File: config.mk
export PLATFORM = sky130hd
export DESIGN_NAME = line_xfer_engine
export DESIGN_NICKNAME = d
export VERILOG_FILES = /design/src/rtl/line_xfer_pkg.sv /design/src/rtl/line_xfer_engine_sat_counter.sv /design/src/rtl/line_xfer_engine.sv
export SDC_FILE = /design/constraint.sdc
export NUM_CORES = 1
export LEC_CHECK = 0
export ABC_AREA = 0
export BUFFER_PORTS_ARGS = -buffer_cell sky130_fd_sc_hd__buf_2
export CAP_MARGIN = 20
export CORE_AREA = 3 3 457 459
export CTS_CLUSTER_DIAMETER = 100
export DETAILED_ROUTE_END_ITERATION = 16
export DIE_AREA = 0 0 460 462
export GPL_TIMING_DRIVEN = 0
export PLACE_DENSITY = 0.3
export SLEW_MARGIN = 30
export SYNTH_ARGS = -nofsm -noshare
export SYNTH_HDL_FRONTEND = slang
export SYNTH_SLANG_ARGS = --single-unit
File: constraint.sdc
create_clock -name clk_i -period 2.4 [get_ports clk_i]
set_clock_uncertainty 0.05 [all_clocks]
set_input_delay 0.48 -clock clk_i [delete_from_list [all_inputs] [get_ports clk_i]]
set_output_delay 0.48 -clock clk_i [all_outputs]
set_load 0.05 [all_outputs]
File: src/rtl/line_xfer_pkg.sv
// Shared types and constants for the cache-line transfer engine.
package line_xfer_pkg;

  localparam int LINE_W_DEF = 256;
  localparam int ADDR_W_DEF = 32;
  localparam int LINE_OFS   = 5;

  typedef enum logic [2:0] {
    ST_IDLE,
    ST_WB_REQ,
    ST_GAP,
    ST_FILL_REQ,
    ST_DONE
  } state_e;

endpackage

File: src/rtl/line_xfer_engine_sat_counter.sv
// Saturating up-counter used for the transfer statistics; sticks at all-ones.
module sat_counter #(
  parameter int CNT_W = 16
) (
  input  logic             clk_i,
  input  logic             clr_ni,
  input  logic             inc_i,
  output logic [CNT_W-1:0] cnt_o
);

  logic [CNT_W-1:0] cnt_q;
  logic [CNT_W-1:0] cnt_d;

  // Advance on inc_i unless already at the ceiling.
  always_comb begin
    cnt_d = cnt_q;
    if (inc_i && (cnt_q != '1)) begin
      cnt_d = cnt_q + 1'b1;
    end
  end

  // Counter register with asynchronous clear.
  always_ff @(posedge clk_i or negedge clr_ni) begin
    if (!clr_ni) begin
      cnt_q <= '0;
    end else begin
      cnt_q <= cnt_d;
    end
  end

  assign cnt_o = cnt_q;

endmodule

File: src/rtl/line_xfer_engine.sv
// Memory-side initiator for the data cache: optional write-back of a dirty
// victim, then the allocate read, with an ack watchdog and statistics.
module line_xfer_engine
  import line_xfer_pkg::*;
#(
  parameter int LINE_W  = LINE_W_DEF,
  parameter int ADDR_W  = ADDR_W_DEF,
  parameter int TIMEOUT = 64,
  parameter int CNT_W   = 16
) (
  input  logic              clk_i,
  input  logic              rst_i,
  input  logic              req_i,
  input  logic              wb_i,
  input  logic [ADDR_W-1:0] wb_addr_i,
  input  logic [LINE_W-1:0] wb_data_i,
  input  logic [ADDR_W-1:0] fill_addr_i,
  output logic              busy_o,
  output logic              done_o,
  output logic [LINE_W-1:0] fill_data_o,
  output logic              err_o,
  output logic [CNT_W-1:0]  wb_cnt_o,
  output logic [CNT_W-1:0]  fill_cnt_o,
  output logic              mem_enable_o,
  output logic              mem_write_o,
  output logic [ADDR_W-1:0] mem_addr_o,
  output logic [LINE_W-1:0] mem_data_o,
  input  logic              mem_ack_i,
  input  logic [LINE_W-1:0] mem_data_i
);

  localparam int WD_W = $clog2(TIMEOUT + 1);
  localparam logic [WD_W-1:0]   WD_LAST   = WD_W'(TIMEOUT - 1);
  // Clearing the offset bits by mask keeps every address bit in use.
  localparam logic [ADDR_W-1:0] LINE_MASK = ~ADDR_W'((1 << LINE_OFS) - 1);

  state_e            state_q;
  logic              busy_q;
  logic              done_q;
  logic              err_q;
  logic              wb_q;
  logic [LINE_W-1:0] fill_data_q;
  logic              mem_enable_q;
  logic              mem_write_q;
  logic [ADDR_W-1:0] mem_addr_q;
  logic [LINE_W-1:0] mem_data_q;
  logic [ADDR_W-1:0] fill_addr_q;
  logic [WD_W-1:0]   wd_q;

  logic wd_hit;
  logic wb_inc;
  logic fill_inc;

  // Watchdog expires on the last permitted request cycle; an ack in the same cycle takes priority.
  assign wd_hit   = (wd_q == WD_LAST);
  assign wb_inc   = (state_q == ST_WB_REQ)   && mem_ack_i;
  assign fill_inc = (state_q == ST_FILL_REQ) && mem_ack_i;

  // Sequencer: every output is registered so the memory port sees glitch-free, stable requests.
  always_ff @(posedge clk_i or negedge rst_i) begin
    if (!rst_i) begin
      state_q      <= ST_IDLE;
      busy_q       <= 1'b0;
      done_q       <= 1'b0;
      err_q        <= 1'b0;
      wb_q         <= 1'b0;
      fill_data_q  <= '0;
      mem_enable_q <= 1'b0;
      mem_write_q  <= 1'b0;
      mem_addr_q   <= '0;
      mem_data_q   <= '0;
      fill_addr_q  <= '0;
      wd_q         <= '0;
    end else begin
      done_q <= 1'b0;
      wd_q   <= '0;
      case (state_q)
        ST_IDLE: begin
          if (req_i) begin
            busy_q       <= 1'b1;
            wb_q         <= wb_i;
            fill_addr_q  <= fill_addr_i & LINE_MASK;
            mem_enable_q <= 1'b1;
            mem_write_q  <= wb_i;
            if (wb_i) begin
              mem_addr_q <= wb_addr_i & LINE_MASK;
              mem_data_q <= wb_data_i;
              state_q    <= ST_WB_REQ;
            end else begin
              mem_addr_q <= fill_addr_i & LINE_MASK;
              mem_data_q <= '0;
              state_q    <= ST_FILL_REQ;
            end
          end
        end
        ST_WB_REQ: begin
          if (mem_ack_i) begin
            mem_enable_q <= 1'b0;
            mem_write_q  <= 1'b0;
            mem_addr_q   <= '0;
            mem_data_q   <= '0;
            state_q      <= ST_GAP;
          end else if (wd_hit) begin
            // Write-back never completed: abandon the fill as well.
            mem_enable_q <= 1'b0;
            mem_write_q  <= 1'b0;
            mem_addr_q   <= '0;
            mem_data_q   <= '0;
            fill_data_q  <= '0;
            err_q        <= 1'b1;
            done_q       <= 1'b1;
            busy_q       <= 1'b0;
            state_q      <= ST_DONE;
          end else begin
            wd_q <= wd_q + 1'b1;
          end
        end
        ST_GAP: begin
          mem_enable_q <= 1'b1;
          mem_write_q  <= 1'b0;
          mem_addr_q   <= fill_addr_q;
          mem_data_q   <= '0;
          state_q      <= ST_FILL_REQ;
        end
        ST_FILL_REQ: begin
          if (mem_ack_i || wd_hit) begin
            mem_enable_q <= 1'b0;
            mem_addr_q   <= '0;
            done_q       <= 1'b1;
            busy_q       <= 1'b0;
            state_q      <= ST_DONE;
            if (mem_ack_i) begin
              fill_data_q <= mem_data_i;
            end else begin
              fill_data_q <= '0;
              err_q       <= 1'b1;
            end
          end else begin
            wd_q <= wd_q + 1'b1;
          end
        end
        ST_DONE: begin
          wb_q    <= 1'b0;
          state_q <= ST_IDLE;
        end
        default: begin
          state_q <= ST_IDLE;
        end
      endcase
    end
  end

  sat_counter #(.CNT_W(CNT_W)) u_wb_cnt (
    .clk_i  (clk_i),
    .clr_ni (rst_i),
    .inc_i  (wb_inc),
    .cnt_o  (wb_cnt_o)
  );

  sat_counter #(.CNT_W(CNT_W)) u_fill_cnt (
    .clk_i  (clk_i),
    .clr_ni (rst_i),
    .inc_i  (fill_inc),
    .cnt_o  (fill_cnt_o)
  );

  assign busy_o       = busy_q;
  assign done_o       = done_q;
  assign err_o        = err_q;
  assign fill_data_o  = fill_data_q;
  assign mem_enable_o = mem_enable_q;
  assign mem_write_o  = mem_write_q;
  assign mem_addr_o   = mem_addr_q;
  assign mem_data_o   = mem_data_q;

endmodule

==> results of run 1 <==
-- state kept, by name, indices dropped and copies added (netlist names), 3 cells and up --
register	count
fill_addr_q	27
mem_data_o	256
mem_addr_o	27
fill_data_o	256
wd_q	7
u_wb_cnt.cnt_o	16
u_fill_cnt.cnt_o	16
state_q	3
-- cell type report --
class,instances,area [µm²]
fillers,22500,164000
flip-flops and latches,613,15300
repair buffers,1698,11500
multi-input cells,816,6830
well taps,2688,3360
clock buffers,122,2350
plain buffers,137,762
clock inverters,24,355
diodes,50,125
inverters,6,22.5
-- cells by family after synthesis --
group / share of synthesized area (%)
other cells: 0.0165
xor+xnor: 1.15
buf+inv: 2.95
flops: 67.3
simple gates: 3.18
fa+ha+maj: 0.165
mux: 4.02
compound gates: 21.2
-- cells in the final DEF (no fill, tap or decap), drive strengths merged, types with 3 or more instances in the layout --
master	synthesis	layout
nor4	5	5
buf	101	1255
a22o	512	512
nand2	40	40
xnor2	13	13
nor2	20	20
dlygate4sd3	0	530
and3	5	5
conb	1	5
o21ai	29	29
nand4	14	14
o211ai	3	3
mux2i	27	27
nor3	7	7
bufinv	0	5
a21oi	9	9
clkbuf	36	172
inv	6	11
and2	3	3
a31oi	3	3
mux2	57	57
ha	3	3
and4	6	6
xor2	17	17
clkinvlp	0	3
clkinv	0	11
nand3	14	14
diode	0	50
dfrtp	613	613
-- cell usage after synthesis, types with 3 or more instances --
library cell,number,area share [%]
buf_1,6,0.099
a31oi_1,3,0.082
and4_1,5,0.19
inv_1,4,0.066
nor2_1,19,0.31
mux2i_1,27,1.2
ha_1,3,0.16
o21ai_0,8,0.18
o21ai_1,21,0.46
and3_1,5,0.14
nor3_1,6,0.13
nand4_1,13,0.36
nor4_1,5,0.14
a22o_1,512,20
xor2_1,17,0.65
xnor2_1,13,0.50
a21oi_1,8,0.18
o211ai_1,3,0.099
clkbuf_1,36,0.59
nand2_1,40,0.66
buf_2,88,1.9
and2_1,3,0.082
buf_4,7,0.23
nand3_1,13,0.29
dfrtp_1,613,67
mux2_2,54,2.7
-- layer usage --
layer	track usage (%)	vias up
met2	24.0	1024
met4	3.95	40
met3	4.68	239
met1	16.3	10700
met5	0	-
li1	-	9694
-- power by group --
group          internal, mW  leakage (nW)  switching (mW)
logic                  7.52          10.7            21.2
clock network          7.37          1.31            5.29
registers              14.1          8.01            2.31
total                  29.0          20.1            28.7
-- path summary, 6_finish.rpt --
path | startpoint | endpoint | depth (start not counted)
worst min register to register | err_o | err_o | 1
worst max-delay path | wd_q[0] | mem_data_o[106] | 9
max in group asynchronous | rst_i | fill_data_o[230] | 8
worst max register to register | wd_q[0] | mem_data_o[106] | 9
min in group clk_i | wb_data_i[96] | mem_data_o[96] | 2
worst min-delay path | rst_i | mem_data_o[116] | 5
-- worst reg2reg max path: cells and delay by family, from the launching register on --
kind	cells	cell delay (ns)
compound gates	2	0.49
fa+ha+maj	1	0.21
buf+inv	4	0.94
flops	1	0.40
simple gates	2	0.17
-- through the flow --
stage / hold slack [ns] / setup slack [ns] / cells
3_3_place_gp: 0.408 / -14.79 / 5406
5_1_grt: 0.00364 / 0.000400 / 6128
3_5_place_dp: 0.270 / -0.786 / 5414
6_report: 0.0294 / 0.0879 / 6154
2_1_floorplan: 0.134 / 0.255 / 1572
4_1_cts: -0.0639 / 0.000539 / 6098
-- what timing repair did --
| action | 4_1_cts | 5_1_grt |
|---|---|---|
| hold buffers | 536 | 1 |
| hold endpoints to repair | 711 | 2 |
| gates resized for setup | 27 | 39 |
| setup endpoints to repair | 513 | 369 |
| buffers inserted | 2 | 5 |
| pin swaps | 1 | 0 |
==> impl_metrics.py, run 1 <==
metrics = {
    "outcome": {
        "outcome": "complete, no violations",
    },
    "clock_tree": {
        "numCtsBuffers": 83,
        "clock_sinks": 613,
        "cts-htree-levels": 3,
        "clock_latency_ns": 0.67,
        "clockRootBuffer": "clkbuf_16",
        "clock_path_buffers": 3,
        "clk_pin_slew_ns": 0.06,
        "cts_tree": "done",
    },
    "drt": {
        "drt_wl_total_mm": 154,
        "wl_per_cell_um": 25.0,
        "met2_length_mm": 75.4,
        "wl_met1_mm": 60.7,
        "drc": 0,
        "detail-route-antenna-nets": 0,
        "highest_layer": "met5",
        "viasPerCell": 3.52,
        "num_vias": 21700,
        "firstDrtPassIters": 5,
        "wl_met3_mm": 13.3,
        "dr.first_iter.drc_count": 1069,
    },
    "sta": {
        "period_share_pct": 96.3,
        "max_freq_mhz": 432,
        "hold_viol_final": 0,
        "rsz0062_at_grt": "false",
        "period_needed_ns": 2.31,
        "tightest_slew_ns": 0.861,
        "setup_violations": 0,
        "slew_violations": 0,
        "timing.slew.headroom_pct": 42.6,
        "finalSetupTns_ns": 0,
    },
    "critical_path": {
        "critical_path_class": "flop to flop",
        "critPathMaxStageDelay_ns": 0.40,
        "path_cells": "ha_2 -> nand4_1 -> buf_4 -> nor2_4 -> o311ai_4 -> buf_8 -> buf_6 -> buf_2 -> a22o_1",
        "start_kind": "flop",
        "path_max_fanout": 11,
        "r2r_slack_ns": 0.09,
        "required_ns": 2.96,
        "slowest_stage": "dfrtp_1",
        "arrival_ns": 2.87,
        "cp_num_buf_inv": 4,
        "crit_path_end_kind": "flop",
        "cp_top_family": "buffers and inverters",
    },
    "synth": {
        "yosys_most_used_dff": "dfrtp_1",
        "seq_area_frac_synth_pct": 67.3,
        "synth-edff-count": 0,
        "synth_area_per_cell_um2": 14.5,
        "synth_cell_types": 56,
        "ys_ff_latch": 613,
        "yosysWarnings": 0,
        "synth-async-reset-ratio_pct": 100,
        "syn_inst": 1568,
        "netlist_area_mm2": 0.0228,
    },
    "placement": {
        "place_area_mm2": 0.0321,
        "dp_hpwl_mm": 125,
        "port_buffers": 1146,
        "gp_congestion": 0.811,
    },
    "power_and_ir_drop": {
        "total_power_mw": 57.7,
        "p_leak_nw": 20.1,
        "p_per_area_mw_per_mm2": 1420,
        "ir_drop_mv": 0.714,
    },
    "global_route": {
        "grt_pass1_vias": 23000,
        "grt_pass1_wl_mm": 205,
        "antenna_found_initial": 118,
        "grt_util_all_layers_pct": 13.9,
        "grt_overflow": 0,
        "grt_max_degree": 97,
    },
    "floorplanning": {
        "fp.dieH_um": 462,
        "io_pins": 1162,
        "die_area_mm2": 0.213,
        "die_w_um": 460,
        "core_mm2": 0.205,
        "start_util_pct": 11.1,
        "num_rows": 166,
    },
    "finish": {
        "final_util_pct": 19.8,
        "final_area_mm2": 0.0406,
        "drive_gt1_share_pct": 43.4,
        "syn_to_final_growth_pct": 78.4,
        "nets": 3939,
    },
    "job": {
        "drv_cap": 0,
    },
    "min_path": {
        "hp-class": "input pin to asynchronous set/reset pin",
    },
}
No activity file was read; power rests on OpenSTA's default activity.
==> inputs of run 2 (changes only) <==
--- a/config.mk
+++ b/config.mk
@@ -8,10 +8,10 @@
 export ABC_AREA = 0
 export BUFFER_PORTS_ARGS = -buffer_cell sky130_fd_sc_hd__buf_2
 export CAP_MARGIN = 20
-export CORE_AREA = 3 3 457 459
+export CORE_AREA = 2 2 456 458
 export CTS_CLUSTER_DIAMETER = 100
 export DETAILED_ROUTE_END_ITERATION = 16
-export DIE_AREA = 0 0 460 462
+export DIE_AREA = 0 0 458 460
 export GPL_TIMING_DRIVEN = 0
 export PLACE_DENSITY = 0.3
 export SLEW_MARGIN = 30
==> impl_metrics.py, run 2 (same netlist as run 1, synthesis figures left out) <==
metrics = {
    "outcome": {
        "outcome": "complete, no violations",
    },
    "drt": {
        "detail-route-antenna-nets": 0,
        "dr.first_iter.drc_count": 1113,
        "num_vias": 21600,
        "wl_per_cell_um": 24.5,
        "firstDrtPassIters": 4,
        "viasPerCell": 3.52,
        "drt_wl_total_mm": 151,
        "drc": 0,
    },
    "critical_path": {
        "r2r_slack_ns": 0.14,
        "arrival_ns": 2.81,
        "reg2reg_to": "mem_data_o[232]",
        "reg2reg_from": "wd_q[0]",
        "start_kind": "flop",
        "critical_path_class": "flop to flop",
        "crit_path_end_kind": "flop",
        "path_max_fanout": 10,
        "required_ns": 2.95,
        "r2r_cells": 10,
    },
    "sta": {
        "rsz0062_at_grt": "true",
        "tightest_slew_ns": 0.829,
        "max_freq_mhz": 443,
        "timing.slew.headroom_pct": 44.7,
        "period_share_pct": 94.0,
        "slew_violations": 0,
        "setup_violations": 0,
        "period_needed_ns": 2.26,
        "worst_slack_ns": 0.144,
        "hold_viol_final": 0,
    },
    "global_route": {
        "grt_pass1_vias": 22800,
        "grt_overflow": 0,
        "antenna_found_initial": 96,
        "grt_max_degree": 100,
        "grt_util_all_layers_pct": 13.8,
        "grt_pass1_wl_mm": 202,
    },
    "finish": {
        "layout_common_cells": "buf_2 (1216), dfrtp_1 (613), dlygate4sd3_1 (534)",
        "final_area_mm2": 0.0406,
        "layout_commonest_cell": "buf_2",
        "nets": 3938,
        "drive_gt1_share_pct": 43.6,
        "final_util_pct": 19.7,
        "syn_to_final_growth_pct": 78.0,
        "fillers": 22700,
        "fin_cells": 6139,
    },
    "clock_tree": {
        "cts_tree": "done",
        "clockRootBuffer": "clkbuf_16",
        "clock_sinks": 613,
        "numCtsBuffers": 84,
        "clock_latency_ns": 0.69,
        "clock_path_buffers": 3,
        "clk_pin_slew_ns": 0.06,
        "cts-htree-levels": 3,
    },
    "job": {
        "drv_cap": 0,
    },
    "power_and_ir_drop": {
        "p_leak_nw": 20.1,
        "p_per_area_mw_per_mm2": 1430,
        "ir_drop_mv": 0.598,
    },
    "min_path": {
        "hp-class": "input pin to flop",
        "hp-start": "wb_data_i[97]",
        "worstHoldEndpoint": "mem_data_o[97]",
        "hold-path-cell-count": 2,
    },
    "floorplanning": {
        "start_util_pct": 11.1,
        "num_rows": 167,
        "die_w_um": 458,
        "io_pins": 1162,
        "core_mm2": 0.206,
        "fp.dieH_um": 460,
        "die_area_mm2": 0.211,
    },
    "placement": {
        "dp_hpwl_mm": 123,
        "place_area_mm2": 0.0321,
        "place_ws_ns": -0.676,
        "gp_congestion": 0.791,
        "port_buffers": 1146,
        "place_inst": 5428,
    },
}
[run 2: worst max path at each step]
| stage | slack (ns) | end | from |
|---|---|---|---|
| 2_1_floorplan | 0.26 | u_fill_cnt.cnt_o[1] | u_fill_cnt.cnt_o[9] |
| 3_5_place_dp | -0.68 | mem_data_o[30] | req_i |
| 4_1_cts | -0.002 | mem_data_o[50] | state_q[0] |
| 5_1_grt | -0.007 | mem_data_o[45] | state_q[1] |
| 3_3_place_gp | -14.63 | mem_data_o[246] | rst_i |
| 6_report | 0.14 | mem_data_o[232] | wd_q[0] |
[run 2: critical path, stage by stage, from the launching register on]
cell	delay [ns]
dfrtp_1	0.37
ha_2	0.21
nand4_1	0.08
buf_4	0.17
nor2_4	0.20
o311ai_4	0.11
buf_12	0.17
buf_4	0.14
buf_4	0.19
clkbuf_4	0.22
a22o_1	0.24
[run 2: stage by stage]
stage               hold WS, ns  total power, mW   TNS, ns
CTS                    0.000424             59.2  -0.00159
finish                   0.0680             58.1         0
global route             0.0177             60.9  -0.00703
detailed placement        0.350             44.8   -210.42
floorplan                 0.134             34.6         0
global placement          0.400             44.8  -9279.61
[run 2: metal layers]
metal	global-route usage [%]	wire length, µm	part of all wire, %
met2	23.3	72300	48
met3	4.41	12100	8.1
met5	0	301	0.20
met4	3.67	3460	2.3
met1	16.9	62300	41
[run 2: repair_timing]
action,CTS,global route
pin swaps,4,0
hold buffers,534,0
gates cloned,0,1
gates resized for setup,27,39
endpoints found under the hold margin,592,0
endpoints found under the setup margin,497,592
buffers inserted,7,3
[run 2: layout make-up]
cell class	count	area, µm²	share of cell area [%]
buffer	136	749	1.85
antenna	19	47.5	0.117
clock inverter	26	363	0.895
timing repair buffer	1697	11400	28.1
clock buffer	122	2400	5.93
tap	2704	3380	8.34
sequential	613	15300	37.8
inverter	6	22.5	0.0555
multi-input combinational	816	6840	16.9
[run 2: power by group]
part	switching, mW	internal (mW)
combinational	21.1	7.55
sequential	2.57	14.1
clock	5.40	7.44
total	29.0	29.1
